File: config.mk
export PLATFORM = sky130hd
export DESIGN_NAME = sseg_scan_rx
export DESIGN_NICKNAME = d
export VERILOG_FILES = /design/src/rtl/sseg_pkg.sv /design/src/rtl/sseg_decode.sv /design/src/rtl/sseg_scan_rx.sv
export SDC_FILE = /design/constraint.sdc
export NUM_CORES = 1
export LEC_CHECK = 0
export ABC_AREA = 0
export BUFFER_PORTS_ARGS = -buffer_cell sky130_fd_sc_hd__buf_2
export CAP_MARGIN = 10
export CORE_ASPECT_RATIO = 2
export CORE_MARGIN = 10
export CORE_UTILIZATION = 56
export CTS_CLUSTER_DIAMETER = 60
export CTS_CLUSTER_SIZE = 10
export DETAILED_ROUTE_END_ITERATION = 8
export PLACE_DENSITY = 0.77
export SETUP_SLACK_MARGIN = 0.1
export SYNTH_ARGS = -nofsm -noshare
export SYNTH_HDL_FRONTEND = slang
export SYNTH_SLANG_ARGS = --single-unit
File: constraint.sdc
create_clock -name c_clk -period 3.67 [get_ports c_clk]
set_input_delay 0.367 -clock c_clk [delete_from_list [all_inputs] [get_ports c_clk]]
set_output_delay 0.367 -clock c_clk [all_outputs]
set_load 0.01 [all_outputs]
File: src/rtl/sseg_pkg.sv
// Shared constants for the display-scan receiver: segment patterns, digit count, FSM states.
package sseg_pkg;

    localparam int NUM_DIGITS = 4;

    // Active-low {g,f,e,d,c,b,a} patterns as driven by the stopwatch.
    localparam logic [6:0] SEG_0 = 7'h40;
    localparam logic [6:0] SEG_1 = 7'h79;
    localparam logic [6:0] SEG_2 = 7'h24;
    localparam logic [6:0] SEG_3 = 7'h30;
    localparam logic [6:0] SEG_4 = 7'h19;
    localparam logic [6:0] SEG_5 = 7'h12;
    localparam logic [6:0] SEG_6 = 7'h02;
    localparam logic [6:0] SEG_7 = 7'h78;
    localparam logic [6:0] SEG_8 = 7'h00;
    localparam logic [6:0] SEG_9 = 7'h10;
    localparam logic [6:0] SEG_A = 7'h08;
    localparam logic [6:0] SEG_B = 7'h03;
    localparam logic [6:0] SEG_C = 7'h46;
    localparam logic [6:0] SEG_D = 7'h21;
    localparam logic [6:0] SEG_E = 7'h06;
    localparam logic [6:0] SEG_F = 7'h0E;

    localparam logic [15:0][6:0] SEG_LUT = {
        SEG_F, SEG_E, SEG_D, SEG_C, SEG_B, SEG_A, SEG_9, SEG_8,
        SEG_7, SEG_6, SEG_5, SEG_4, SEG_3, SEG_2, SEG_1, SEG_0
    };

    typedef enum logic {SYNC = 1'b0, COLLECT = 1'b1} state_e;

endpackage

File: src/rtl/sseg_decode.sv
// Maps an active-low 7-segment pattern back to its hex nibble; unknown patterns are flagged invalid.
module sseg_decode
    import sseg_pkg::*;
(
    input  logic [6:0] sseg_i,
    output logic       valid_o,
    output logic [3:0] nibble_o
);

    always_comb begin
        valid_o  = 1'b0;
        nibble_o = 4'h0;
        for (int i = 0; i < 16; i++) begin
            if (sseg_i == SEG_LUT[i]) begin
                valid_o  = 1'b1;
                nibble_o = 4'(i);
            end
        end
    end

endmodule

File: src/rtl/sseg_scan_rx.sv
// Display-scan receiver: debounces each anode dwell, decodes the digit and reassembles 4-digit frames.
module sseg_scan_rx
    import sseg_pkg::*;
#(
    parameter int SETTLE  = 2,
    parameter int TIMEOUT = 1024
) (
    input  logic        c_clk,
    input  logic        R_n,
    input  logic [3:0]  an,
    input  logic [6:0]  sseg,
    input  logic        dp,
    output logic [15:0] digits,
    output logic [3:0]  dp_mask,
    output logic        frame_valid,
    output logic        frame_bad,
    output logic        scan_err,
    output logic        stale
);

    localparam int SW = $clog2(SETTLE + 1);
    localparam int TW = $clog2(TIMEOUT + 1);
    localparam logic [SW-1:0] SETTLE_C = SW'(SETTLE);
    localparam logic [TW-1:0] TO_MAX   = TW'(TIMEOUT);
    localparam logic [TW-1:0] TO_LAST  = TW'(TIMEOUT - 1);

    logic [3:0]    an_q;
    logic [6:0]    sseg_q;
    logic          dp_q;
    logic [SW-1:0] stab_q, stab_d;
    logic          cap_q, cap_d;
    logic [TW-1:0] to_q, to_d;
    logic          expire;
    state_e        state_q, state_d;
    logic [1:0]    expd_q, expd_d;
    logic          bad_q, bad_d;
    logic [NUM_DIGITS-1:0][3:0] slot_q, slot_d, digits_q, digits_d;
    logic [NUM_DIGITS-1:0]      sdp_q, sdp_d, dpm_q, dpm_d;
    logic          fv_q, fv_d, fb_q, fb_d, err_q, err_d, stale_q, stale_d;

    logic          one_hot, cap_ok, cap_multi, wr;
    logic [1:0]    k;
    logic          dec_vld;
    logic [3:0]    dec_nib;

    sseg_decode u_dec (
        .sseg_i   (sseg_q),
        .valid_o  (dec_vld),
        .nibble_o (dec_nib)
    );

    assign one_hot   = (an_q != 4'd0) && ((an_q & (an_q - 4'd1)) == 4'd0);
    assign cap_ok    = cap_q && one_hot;
    assign cap_multi = cap_q && (an_q != 4'd0) && !one_hot;

    always_comb begin
        case (an_q)
            4'b0010: k = 2'd1;
            4'b0100: k = 2'd2;
            4'b1000: k = 2'd3;
            default: k = 2'd0;
        endcase
    end

    // The capture strobe is registered, so the timeout counter clears on the same edge the
    // strobe rises; a capture landing on the expiry edge therefore suppresses the expiry.
    always_comb begin
        stab_d = stab_q;
        if ({an, sseg, dp} != {an_q, sseg_q, dp_q}) stab_d = '0;
        else if (stab_q != SETTLE_C)                stab_d = stab_q + SW'(1);
        cap_d  = (stab_d == SETTLE_C) && (stab_q != SETTLE_C);

        to_d   = to_q;
        expire = 1'b0;
        if (cap_d && one_hot) begin
            to_d = '0;
        end else if (to_q != TO_MAX) begin
            to_d   = to_q + TW'(1);
            expire = (to_q == TO_LAST);
        end
    end

    always_ff @(posedge c_clk or negedge R_n) begin
        if (!R_n) state_q <= SYNC;
        else      state_q <= state_d;
    end

    always_comb begin
        state_d = state_q;
        case (state_q)
            SYNC:    if (cap_ok && k == 2'd0) state_d = COLLECT;
            COLLECT: begin
                if (cap_multi)                                       state_d = SYNC;
                else if (cap_ok && k != expd_q && k != 2'd0)         state_d = SYNC;
            end
            default: state_d = SYNC;
        endcase
        if (expire) state_d = SYNC;
    end

    always_comb begin
        expd_d   = expd_q;
        bad_d    = bad_q;
        slot_d   = slot_q;
        sdp_d    = sdp_q;
        digits_d = digits_q;
        dpm_d    = dpm_q;
        fb_d     = fb_q;
        fv_d     = 1'b0;
        err_d    = cap_multi;
        wr       = 1'b0;
        if (cap_ok) begin
            case (state_q)
                SYNC: if (k == 2'd0) begin
                    wr     = 1'b1;
                    expd_d = 2'd1;
                end
                COLLECT: if (k == expd_q) begin
                    wr     = 1'b1;
                    expd_d = expd_q + 2'd1;
                    fv_d   = (k == 2'd3);
                end else begin
                    err_d = 1'b1;
                    if (k == 2'd0) begin
                        wr     = 1'b1;
                        expd_d = 2'd1;
                    end
                end
                default: ;
            endcase
        end
        // Slot 0 opens a frame, so it restarts the bad-pattern accumulation.
        if (wr) begin
            slot_d[k] = dec_nib;
            sdp_d[k]  = ~dp_q;
            bad_d     = ((k == 2'd0) ? 1'b0 : bad_q) | ~dec_vld;
        end
        if (fv_d) begin
            digits_d = slot_d;
            dpm_d    = sdp_d;
            fb_d     = bad_d;
        end
        stale_d = stale_q;
        if (fv_d)   stale_d = 1'b0;
        if (expire) stale_d = 1'b1;
    end

    always_ff @(posedge c_clk or negedge R_n) begin
        if (!R_n) begin
            an_q     <= '0;
            sseg_q   <= '0;
            dp_q     <= 1'b0;
            stab_q   <= '0;
            cap_q    <= 1'b0;
            to_q     <= '0;
            expd_q   <= '0;
            bad_q    <= 1'b0;
            slot_q   <= '0;
            sdp_q    <= '0;
            digits_q <= '0;
            dpm_q    <= '0;
            fv_q     <= 1'b0;
            fb_q     <= 1'b0;
            err_q    <= 1'b0;
            stale_q  <= 1'b0;
        end else begin
            an_q     <= an;
            sseg_q   <= sseg;
            dp_q     <= dp;
            stab_q   <= stab_d;
            cap_q    <= cap_d;
            to_q     <= to_d;
            expd_q   <= expd_d;
            bad_q    <= bad_d;
            slot_q   <= slot_d;
            sdp_q    <= sdp_d;
            digits_q <= digits_d;
            dpm_q    <= dpm_d;
            fv_q     <= fv_d;
            fb_q     <= fb_d;
            err_q    <= err_d;
            stale_q  <= stale_d;
        end
    end

    assign digits      = digits_q;
    assign dp_mask     = dpm_q;
    assign frame_valid = fv_q;
    assign frame_bad   = fb_q;
    assign scan_err    = err_q;
    assign stale       = stale_q;

endmodule

==> impl_metrics.csv, run 1 <==
group,metric,value,unit
outcome,outcome,"finished clean",
final_layout,area.growth.synth_to_final,16.12,%
floorplan,core.rowCount,39,
logic_synthesis,yosysUniqueCellTypes,51,
final_layout,sequential_cell_area,0.001727,mm²
logic_synthesis,postSynthNetCount,307,
global_routing,grt_overflow_total,0,
drt,detail_route.wirelength,6.879,mm
clock_network,ctsRootBufferMaster,"sky130_fd_sc_hd__clkbuf_16",
logic_synthesis,number_of_flops_mapped_to_enable_cells_by_yosys,0,
clock_network,cts_repair_resize_count,0,
floorplan,full_die_area,0.009562,mm²
timing,final_hold_violation_count,0,
final_layout,total_number_of_nets_in_the_final_design,342,
logic_synthesis,synth_top_cells_by_count,"sky130_fd_sc_hd__dfrtp_1, sky130_fd_sc_hd__nor2_1, sky130_fd_sc_hd__mux2_2",
global_routing,grt_max_degree,40,
clock_network,cts-buffers-inserted,9,
logic_synthesis,ys_warn_count,0,
logic_synthesis,synthArstFlopShare,100.0,%
final_layout,drive_above_1_share,24.62,%
drt,count_of_unresolved_drc_violations_after_routing,0,
global_routing,number_of_global_route_vias_before_repair,2358,
logic_synthesis,post_synthesis_cell_type_with_the_largest_combined_area,"sky130_fd_sc_hd__dfrtp_1",
critical_path,cp_cell_sequence,"nor4b_1, a31oi_1, or2_2, nor3_2, mux2_2",
logic_synthesis,synthDominantCellAreaShare,52.23,%
placed_design,gp_routability_congestion,0.8573,
critical_path,critPathKind,"reg2reg",
timing,max-slew-margin-rel,54.61,%
floorplan,initial_utilization,57.90,%
power_and_ir_drop,leakagePower,1.815,nW
critical_path,required_arrival_time_at_the_worst_endpoint,3880,ps
logic_synthesis,synthesis.area,0.003306,mm²
logic_synthesis,synth_cells,289,
floorplan,chipWidth,74.33,µm
timing,final.period_utilization,67.10,%
placed_design,port_buffers,37,
global_routing,first_pass_grt_wire_length,11.56,mm
global_routing,antenna_found_initial,0,
timing,maxClockFrequency,0.4061,GHz
floorplan,die_ht,128.7,µm
logic_synthesis,synth.yosys.seq_area_share,52.23,%
timing,period_minus_slack,2463,ps
final_layout,n_antenna_cell,0,
critical_path,crit_path_top_delay_cell,"sky130_fd_sc_hd__dfrtp_1",
critical_path,worstSetupStartpointType,"flip-flop",
logic_synthesis,synth.most_common_cell,"sky130_fd_sc_hd__dfrtp_1",
floorplan,floorplan.io_pins,38,
critical_path,crit_path_end_kind,"flip-flop",
critical_path,delay_heaviest_family_cp,"simple AND/OR/NAND/NOR gates",
timing,skew,6.178,ps
timing,rsz0062_at_grt,"no",
timing,fin_tns_setup,0,ps
clock_network,tritoncts,"built",
placed_design,dp.final_hpwl,4.917,mm
critical_path,crit_path_max_fanout,13,
drt,route.vias.total,2336,
clock_network,cts-hold-fix-buffers,0,
flow_run,cap_viol_max_count,0,
floorplan,coreArea,0.005709,mm²
drt,detail-route-antenna-nets,0,
final_layout,layout_fillers,442,
clock_network,cts_setup_buffers,0,
final_layout,multiInputGateArea,0.001451,mm²
timing,worst_pin_slew,680.9,ps
timing,layout_setup_ws,1207,ps
power_and_ir_drop,vdd_drop_max,0.4418,mV
timing,final_setup_fails,0,
critical_path,cp.arrival,2680,ps
power_and_ir_drop,finalPower,1.796,mW
critical_path,path_buf_inv,0,
logic_synthesis,avgSynthCellArea,11.44,µm²
logic_synthesis,ranking_of_synthesized_cells_by_area,"sky130_fd_sc_hd__dfrtp_1, sky130_fd_sc_hd__mux2_2, sky130_fd_sc_hd__xnor2_1",
clock_network,cts_htree_levels,3,
drt,wire_per_inst,17.64,µm
clock_network,clkSlewWorstSetupHoldPaths,50,ps
drt,drtIter0Drc,107,
drt,vias_per_cell,5.990,
clock_network,tritoncts_num_sinks,69,
placed_design,pre_cts_slack,1237,ps
power_and_ir_drop,power_density_normalized_to_cell_area,467.9,mW/mm²
logic_synthesis,synth_seq_cells,69,
drt,firstDrtPassIters,4,
worst_hold_path,hold_class,"in2async",
logic_synthesis,synth_top_flop_cell,"sky130_fd_sc_hd__dfrtp_1",
timing,number_of_pins_with_negative_max_slew_slack_in_the_final_report,0,
critical_path,slowest_delay,500,ps
global_routing,groute.usage.overall,15.44,%
clock_network,largest_buffer_count_on_any_clock_path,2,
clock_network,worstSkewPairLatency,330,ps
## layout by cell type (no fill, tap or decap), types with 6 or more instances in the layout
cell                        count
sky130_fd_sc_hd__buf_2         37
sky130_fd_sc_hd__clkbuf_16      9
sky130_fd_sc_hd__dfrtp_1       69
sky130_fd_sc_hd__inv_1         13
sky130_fd_sc_hd__mux2_1        11
sky130_fd_sc_hd__mux2_2        20
sky130_fd_sc_hd__nand2_1        9
sky130_fd_sc_hd__nand3_1        6
sky130_fd_sc_hd__nand4_1        7
sky130_fd_sc_hd__nor2_1        22
sky130_fd_sc_hd__nor3_1         7
sky130_fd_sc_hd__nor3b_1        6
sky130_fd_sc_hd__o21ai_0        8
sky130_fd_sc_hd__xnor2_1       18
sky130_fd_sc_hd__xor2_1         6
## power breakdown
part	leakage, nW	total (mW)	switching, mW	internal [mW]
clock	0.156	0.935	0.303	0.632
combinational	0.737	0.0710	0.0412	0.0298
sequential	0.922	0.790	0.0219	0.768
## kinds of logic (layout without fill, tap and decap cells)
group	Yosys count	in the layout	synth area share [%]
multiplexers	35	35	11.77
AO/OA/AOI/OAI	37	37	8.138
XOR/XNOR	24	24	6.359
AND/OR/NAND/NOR	89	89	15.52
adder cells (fa/ha/maj)	6	6	2.120
buffers and inverters	29	69	3.861
flip-flops	69	69	52.23
## sequential cells by signal (all words and copies together), names as in the netlist, 2 cells and up
| register | count |
|---|---|
| slot_q | 12 |
| to_q | 11 |
| stab_q | 2 |
| expd_q | 2 |
| an_q | 4 |
| sdp_q | 3 |
| dp_mask | 4 |
| sseg_q | 7 |
| digits | 16 |
## worst register-to-register path, delay by kind of cell, from the launching register on
kind	cells	cell delay (ps)
AND/OR/NAND/NOR	3	1280
flip-flops	1	500
AO/OA/AOI/OAI	1	170
multiplexers	1	390
## metal layers
metal	GRT usage [%]	part of all wire, %
met1	17.39	39
met2	26.01	54
met3	4.157	4.0
met4	7.251	2.3
met5	0	0
## worst paths after layout
check	startpoint	end	slack, ps	depth (start not counted)
max in group asynchronous	R_n	digits[15]	2650	2
worst max register to register	an_q[2]	slot_q[8]	1210	5
worst min register to register	digits[9]	digits[9]	480	1
worst max-delay path	an_q[2]	slot_q[8]	1210	5
min in group c_clk	sseg[5]	sseg_q[5]	170	1
worst min-delay path	R_n	to_q[5]	80	1
## stage by stage
step / instance area [µm²] / utilization, % / std cells / hold WS (ps)
final: 3839 / 67.24 / 390 / 75.42
after global routing: 3839 / 67.24 / 390 / 122.5
after CTS: 3839 / 67.24 / 390 / 92.01
after detailed placement: 3511 / 61.49 / 374 / 438.8
after global placement: 3511 / 61.49 / 374 / 432.3
after floorplan: 3306 / - / 289 / 71.41
## area by class of cell
type,count,share of cell area [%]
Tap cell,61,1.988
Clock inverter,3,1.760
Multi-Input combinational cell,191,37.81
Sequential cell,69,44.98
Inverter,13,1.271
Clock buffer,13,6.780
Timing Repair Buffer,40,5.411
Power figures use the tool's default switching activity.
==> run 2: changes to the inputs <==
--- a/config.mk
+++ b/config.mk
@@ -5,7 +5,7 @@
 export SDC_FILE = /design/constraint.sdc
 export NUM_CORES = 1
 export LEC_CHECK = 0
-export ABC_AREA = 0
+export ABC_AREA = 1
 export BUFFER_PORTS_ARGS = -buffer_cell sky130_fd_sc_hd__buf_2
 export CAP_MARGIN = 10
 export CORE_ASPECT_RATIO = 2
==> constraint.sdc (replaced) <==
create_clock -name c_clk -period 2.4 [get_ports c_clk]
set_input_delay 0.24 -clock c_clk [delete_from_list [all_inputs] [get_ports c_clk]]
set_output_delay 0.24 -clock c_clk [all_outputs]
set_load 0.01 [all_outputs]
==> impl_metrics.csv, run 2 <==
group,metric,value,unit
timing,rsz0062_at_grt,"no",
clock_network,cts-hold-fix-buffers,0,
clock_network,tritoncts,"built",
logic_synthesis,number_of_flops_mapped_to_enable_cells_by_yosys,0,
timing,final.period_utilization,79.46,%
logic_synthesis,avgSynthCellArea,7.994,µm²
power_and_ir_drop,finalPower,2.537,mW
critical_path,delay_heaviest_family_cp,"simple AND/OR/NAND/NOR gates",
timing,worst_pin_slew,849.9,ps
worst_hold_path,hold_class,"in2reg",
drt,vias_per_cell,5.174,
logic_synthesis,synth_cells,419,
final_layout,area.growth.synth_to_final,15.99,%
global_routing,antenna_found_initial,0,
clock_network,cts_repair_resize_count,0,
logic_synthesis,synth_seq_cells,69,
timing,period_minus_slack,1907,ps
timing,final_hold_violation_count,0,
logic_synthesis,post_synthesis_cell_type_with_the_largest_combined_area,"sky130_fd_sc_hd__dfrtp_1",
timing,number_of_pins_with_negative_max_slew_slack_in_the_final_report,0,
critical_path,worstSetupStartpointType,"flip-flop",
placed_design,gp_routability_congestion,0.9157,
clock_network,clkSlewWorstSetupHoldPaths,50,ps
global_routing,grt_max_degree,70,
drt,route.vias.total,2742,
critical_path,cp_cell_sequence,"nor2_4, nand2_1, nand2_1, nand3_2, nor2_2, nand3_4, nor2_4, inv_2, a21oi_1, nor2_1",
floorplan,coreArea,0.005758,mm²
final_layout,flip_flop_count_of_the_largest_register_all_copies_and_words_added,16,
drt,count_of_unresolved_drc_violations_after_routing,0,
final_layout,mostFrequentLayoutCells,"sky130_fd_sc_hd__nand2_1, sky130_fd_sc_hd__dfrtp_1, sky130_fd_sc_hd__nor2_1",
logic_synthesis,synth.most_common_cell,"sky130_fd_sc_hd__nand2_1",
power_and_ir_drop,vdd_drop_max,0.4895,mV
logic_synthesis,synthesis.area,0.003349,mm²
logic_synthesis,synthDominantCellAreaShare,51.55,%
critical_path,path_buf_inv,1,
power_and_ir_drop,leakagePower,2.131,nW
critical_path,crit_path_end_kind,"flip-flop",
floorplan,initial_utilization,58.17,%
clock_network,ctsRootBufferMaster,"sky130_fd_sc_hd__clkbuf_16",
power_and_ir_drop,power_density_normalized_to_cell_area,653.0,mW/mm²
logic_synthesis,ranking_of_synthesized_cells_by_area,"sky130_fd_sc_hd__dfrtp_1, sky130_fd_sc_hd__nand2_1, sky130_fd_sc_hd__nor2_1",
timing,skew,6.601,ps
final_layout,layout.cells.most_common,"sky130_fd_sc_hd__nand2_1",
timing,maxClockFrequency,0.5244,GHz
clock_network,tritoncts_num_sinks,69,
flow_run,cap_viol_max_count,0,
logic_synthesis,ys_warn_count,0,
logic_synthesis,synthArstFlopShare,100.0,%
floorplan,floorplan.io_pins,38,
drt,detail_route.wirelength,7.385,mm
critical_path,crit_path_top_delay_cell,"sky130_fd_sc_hd__dfrtp_1",
logic_synthesis,yosysUniqueCellTypes,35,
drt,detail-route-antenna-nets,0,
logic_synthesis,synth.yosys.seq_area_share,51.55,%
clock_network,cts_setup_buffers,0,
clock_network,cts-buffers-inserted,9,
timing,final_setup_fails,0,
logic_synthesis,synth_top_flop_cell,"sky130_fd_sc_hd__dfrtp_1",
floorplan,chipWidth,74.69,µm
floorplan,full_die_area,0.009662,mm²
timing,fin_tns_setup,0,ps
clock_network,largest_buffer_count_on_any_clock_path,2,
critical_path,critPathKind,"reg2reg",
placed_design,port_buffers,37,
global_routing,number_of_global_route_vias_before_repair,2773,
global_routing,first_pass_grt_wire_length,12.48,mm
critical_path,required_arrival_time_at_the_worst_endpoint,2620,ps
global_routing,groute.usage.overall,17.00,%
final_layout,n_antenna_cell,0,
outcome,outcome,"finished clean",
logic_synthesis,postSynthNetCount,437,
final_layout,total_number_of_nets_in_the_final_design,483,
floorplan,core.rowCount,39,
drt,wire_per_inst,13.93,µm
critical_path,crit_path_max_fanout,23,
critical_path,slowest_delay,450,ps
floorplan,die_ht,129.4,µm
clock_network,worstSkewPairLatency,330,ps
logic_synthesis,synth_top_cells_by_count,"sky130_fd_sc_hd__nand2_1, sky130_fd_sc_hd__dfrtp_1, sky130_fd_sc_hd__nor2_1",
global_routing,grt_overflow_total,0,
final_layout,drive_above_1_share,13.86,%
placed_design,dp.final_hpwl,5.604,mm
critical_path,cp.arrival,2120,ps
drt,firstDrtPassIters,6,
timing,hold_slack,36.78,ps
clock_network,cts_htree_levels,3,
timing,max-slew-margin-rel,43.34,%
drt,drtIter0Drc,238,
## run 2: changes by cell type after synthesis, moves of 11 or more
cell                      before  now
sky130_fd_sc_hd__xnor2_1      18    7
sky130_fd_sc_hd__mux2_2       20    0
sky130_fd_sc_hd__mux2_1       11    0
sky130_fd_sc_hd__nand3_1       6   22
sky130_fd_sc_hd__inv_1        13   44
sky130_fd_sc_hd__nor2_1       22   57
sky130_fd_sc_hd__nand2_1       9  144
## run 2: worst paths after layout
path	to	from	slack [ps]	depth (start not counted)
worst max-delay path	digits[12]	an_q[1]	490	10
worst min register to register	digits[13]	digits[13]	460	2
max in group asynchronous	sseg_q[3]	R_n	1740	2
min in group asynchronous	digits[15]	R_n	80	2
worst min-delay path	an_q[3]	an[3]	40	1
worst max register to register	digits[12]	an_q[1]	490	10
## run 2: cell type report
class                           instances  area, µm²
Fill cell                             485       1873
Sequential cell                        69       1727
Multi-Input combinational cell        298       1423
Clock buffer                           13      240.2
Timing Repair Buffer                   40      207.7
Inverter                               47      176.4
Tap cell                               61      76.32
Clock inverter                          2      35.03
## run 2: where the power goes
| part | total (mW) | internal (mW) | switching, mW | leakage, nW |
|---|---|---|---|---|
| combinational | 0.109 | 0.0347 | 0.0748 | 1.09 |
| sequential | 1.19 | 1.18 | 0.0165 | 0.906 |
| clock | 1.24 | 0.796 | 0.439 | 0.134 |
| total | 2.54 | 2.01 | 0.530 | 2.13 |
## run 2: logic make-up (layout without fill, tap and decap cells)
family	count (synthesis)	after routing	synth area share [%]
AND/OR/NAND/NOR	249	249	31.49
AO/OA/AOI/OAI	28	28	5.043
adder cells (fa/ha/maj)	4	4	1.494
XOR/XNOR	17	17	4.445
buffers and inverters	52	102	5.977
flip-flops	69	69	51.55
## run 2: per-layer routing
layer	routed length, µm	vias up	GRT usage (%)
met2	4205	53	30.88
met4	234	0	9.529
met1	2664	1270	16.16
li1	-	1394	-
met3	280	25	5.046
met5	0	-	0
## run 2: metrics by stage
step / util, % / cell area (µm²) / worst slack (ps) / cells
floorplan: - / 3349 / 694.6 / 419
global placement: 62.69 / 3610 / 504.5 / 515
detailed placement: 62.69 / 3610 / 457.9 / 515
CTS: 67.47 / 3885 / 430.8 / 530
global route: 67.47 / 3885 / 212.4 / 530
finish: 67.47 / 3885 / 493.0 / 530
==> run 3: changes to the inputs <==
==> constraint.sdc (replaced) <==
create_clock -name c_clk -period 2 [get_ports c_clk]
set_input_delay 0.2 -clock c_clk [delete_from_list [all_inputs] [get_ports c_clk]]
set_output_delay 0.2 -clock c_clk [all_outputs]
set_load 0.01 [all_outputs]
==> impl_metrics.csv, run 3 (synthesis gave the netlist of run 2 again) <==
group,metric,value,unit
clock_network,clkSlewWorstSetupHoldPaths,50,ps
worst_hold_path,holdCritStartpoint,"an[2]",
final_layout,layout.cells.non_filler,540,
flow_run,cap_viol_max_count,0,
floorplan,full_die_area,0.009662,mm²
floorplan,coreArea,0.005758,mm²
global_routing,first_pass_grt_wire_length,12.83,mm
final_layout,area.growth.synth_to_final,21.67,%
critical_path,crit_top_cell,"sky130_fd_sc_hd__nor2_4",
final_layout,flip_flop_count_of_the_largest_register_all_copies_and_words_added,16,
final_layout,drive_above_1_share,17.95,%
placed_design,placedCellCount,517,
timing,fin_tns_setup,0,ps
drt,firstDrtPassIters,4,
worst_hold_path,hold_class,"in2reg",
critical_path,crit_path_max_fanout,21,
final_layout,sequential_cell_area,0.001732,mm²
critical_path,regToRegSetupSlack,170,ps
power_and_ir_drop,power_density_normalized_to_cell_area,759.6,mW/mm²
timing,maxClockFrequency,0.5471,GHz
drt,drtIter0Drc,267,
critical_path,regToRegEndpoint,"digits[13]",
placed_design,gp_routability_congestion,0.8672,
global_routing,groute.usage.overall,17.36,%
worst_hold_path,min_delay_path_depth,1,
global_routing,grt_overflow_total,0,
drt,count_of_unresolved_drc_violations_after_routing,0,
clock_network,tritoncts,"built",
final_layout,finish.instance_area,0.004075,mm²
placed_design,post_dp_cell_area,0.003637,mm²
final_layout,n_antenna_cell,0,
final_layout,layout_fillers,473,
drt,wire_per_inst,14.07,µm
final_layout,layout.cells.most_common,"sky130_fd_sc_hd__nand2_1",
critical_path,critPathKind,"reg2reg",
worst_hold_path,worst_hold_path.endpoint,"an_q[2]",
clock_network,largest_buffer_count_on_any_clock_path,2,
power_and_ir_drop,leakagePower,2.195,nW
clock_network,worstSkewPairLatency,330,ps
critical_path,worstSetupStartpointType,"flip-flop",
drt,vias_per_cell,5.233,
drt,detail-route-antenna-nets,0,
critical_path,r2r-start,"an_q[1]",
floorplan,die_ht,129.4,µm
placed_design,port_buffers,37,
timing,rsz0062_at_grt,"yes",
critical_path,required_arrival_time_at_the_worst_endpoint,2270,ps
timing,final_setup_fails,0,
timing,final_hold_violation_count,0,
final_layout,final_core_utilization,70.77,%
outcome,outcome,"finished clean",
clock_network,ctsRootBufferMaster,"sky130_fd_sc_hd__clkbuf_16",
timing,max-slew-margin-rel,75.13,%
global_routing,grt_max_degree,70,
clock_network,cts-buffers-inserted,9,
floorplan,floorplan.io_pins,38,
drt,detail_route.wirelength,7.597,mm
critical_path,cp.arrival,2100,ps
timing,number_of_pins_with_negative_max_slew_slack_in_the_final_report,0,
drt,route.vias.total,2826,
critical_path,cp_cell_sequence,"nor2_4, nand2_1, nand2_2, nand3_4, nor2_4, nand3_4, nor2_4, buf_6, o21ai_0, nand2_1",
final_layout,multiInputGateArea,0.001480,mm²
timing,final.period_utilization,91.39,%
final_layout,total_number_of_nets_in_the_final_design,494,
timing,worst_pin_slew,373.1,ps
floorplan,chipWidth,74.69,µm
critical_path,r2r_cells,10,
critical_path,crit_path_top_delay_cell,"sky130_fd_sc_hd__dfrtp_2",
final_layout,mostFrequentLayoutCells,"sky130_fd_sc_hd__nand2_1, sky130_fd_sc_hd__dfrtp_1, sky130_fd_sc_hd__nor2_1",
floorplan,core.rowCount,39,
floorplan,initial_utilization,58.17,%
clock_network,cts_htree_levels,3,
critical_path,crit_path_end_kind,"flip-flop",
timing,period_minus_slack,1828,ps
timing,skew,6.318,ps
critical_path,slowest_delay,440,ps
global_routing,number_of_global_route_vias_before_repair,2905,
clock_network,tritoncts_num_sinks,69,
global_routing,antenna_found_initial,0,
power_and_ir_drop,vdd_drop_max,0.6742,mV
placed_design,dp.final_hpwl,5.685,mm
power_and_ir_drop,finalPower,3.096,mW
==> run 3: metrics by stage <==
| stage | hold slack (ps) | setup slack (ps) |
|---|---|---|
| 3_5_place_dp | 247.8 | 82.03 |
| 3_3_place_gp | 244.3 | 160.0 |
| 5_1_grt | 5.174 | 45.98 |
| 6_report | 6.470 | 172.1 |
| 2_1_floorplan | -95.59 | 294.6 |
| 4_1_cts | 2.420 | 96.98 |
==> run 3: final cells by class <==
cell class | instances | share of cell area [%]
flip-flops and latches | 69 | 42.49
multi-input cells | 298 | 36.32
repair buffers | 51 | 8.014
clock buffers | 12 | 6.048
inverters | 47 | 4.391
well taps | 61 | 1.873
clock inverters | 2 | 0.8597
==> run 3: power by group <==
part	total, mW	internal, mW	switching, mW
Sequential	1.43	1.41	0.0214
Combinational	0.155	0.0566	0.0981
Clock	1.51	0.981	0.527
==> run 3: worst max path at each step <==
stage	start	endpoint	slack, ps	cells after the start
6_report	an_q[1]	digits[13]	170	10
5_1_grt	an_q[1]	digits[12]	50	10
4_1_cts	an_q[2]	dp_mask[3]	100	10
3_5_place_dp	an_q[2]	dp_mask[3]	80	10
3_3_place_gp	an_q[2]	digits[13]	160	10
2_1_floorplan	an_q[2]	dp_mask[1]	290	11
==> run 3: repair_timing <==
item	CTS	global route
resized for setup	1	22
hold buffers	8	0
gates cloned	0	0
buffers inserted	0	1
pin swaps	0	3
setup endpoints to repair	4	36
endpoints found under the hold margin	76	0
==> run 3: per-layer routing <==
metal | up-vias | GRT usage, % | wire [µm]
met5 | - | 0 | 0
met4 | 0 | 13.12 | 408
met3 | 32 | 4.817 | 306
met2 | 59 | 30.31 | 4162
met1 | 1323 | 16.43 | 2719
li1 | 1412 | - | -
==> run 3: worst max-delay path: cells and delay by family (launching register included) <==
kind	cells	cell delay, ps
and+or+nand+nor	8	990
DFF	1	440
buffers and inverters	1	210
AOI/OAI and AO/OA	1	130
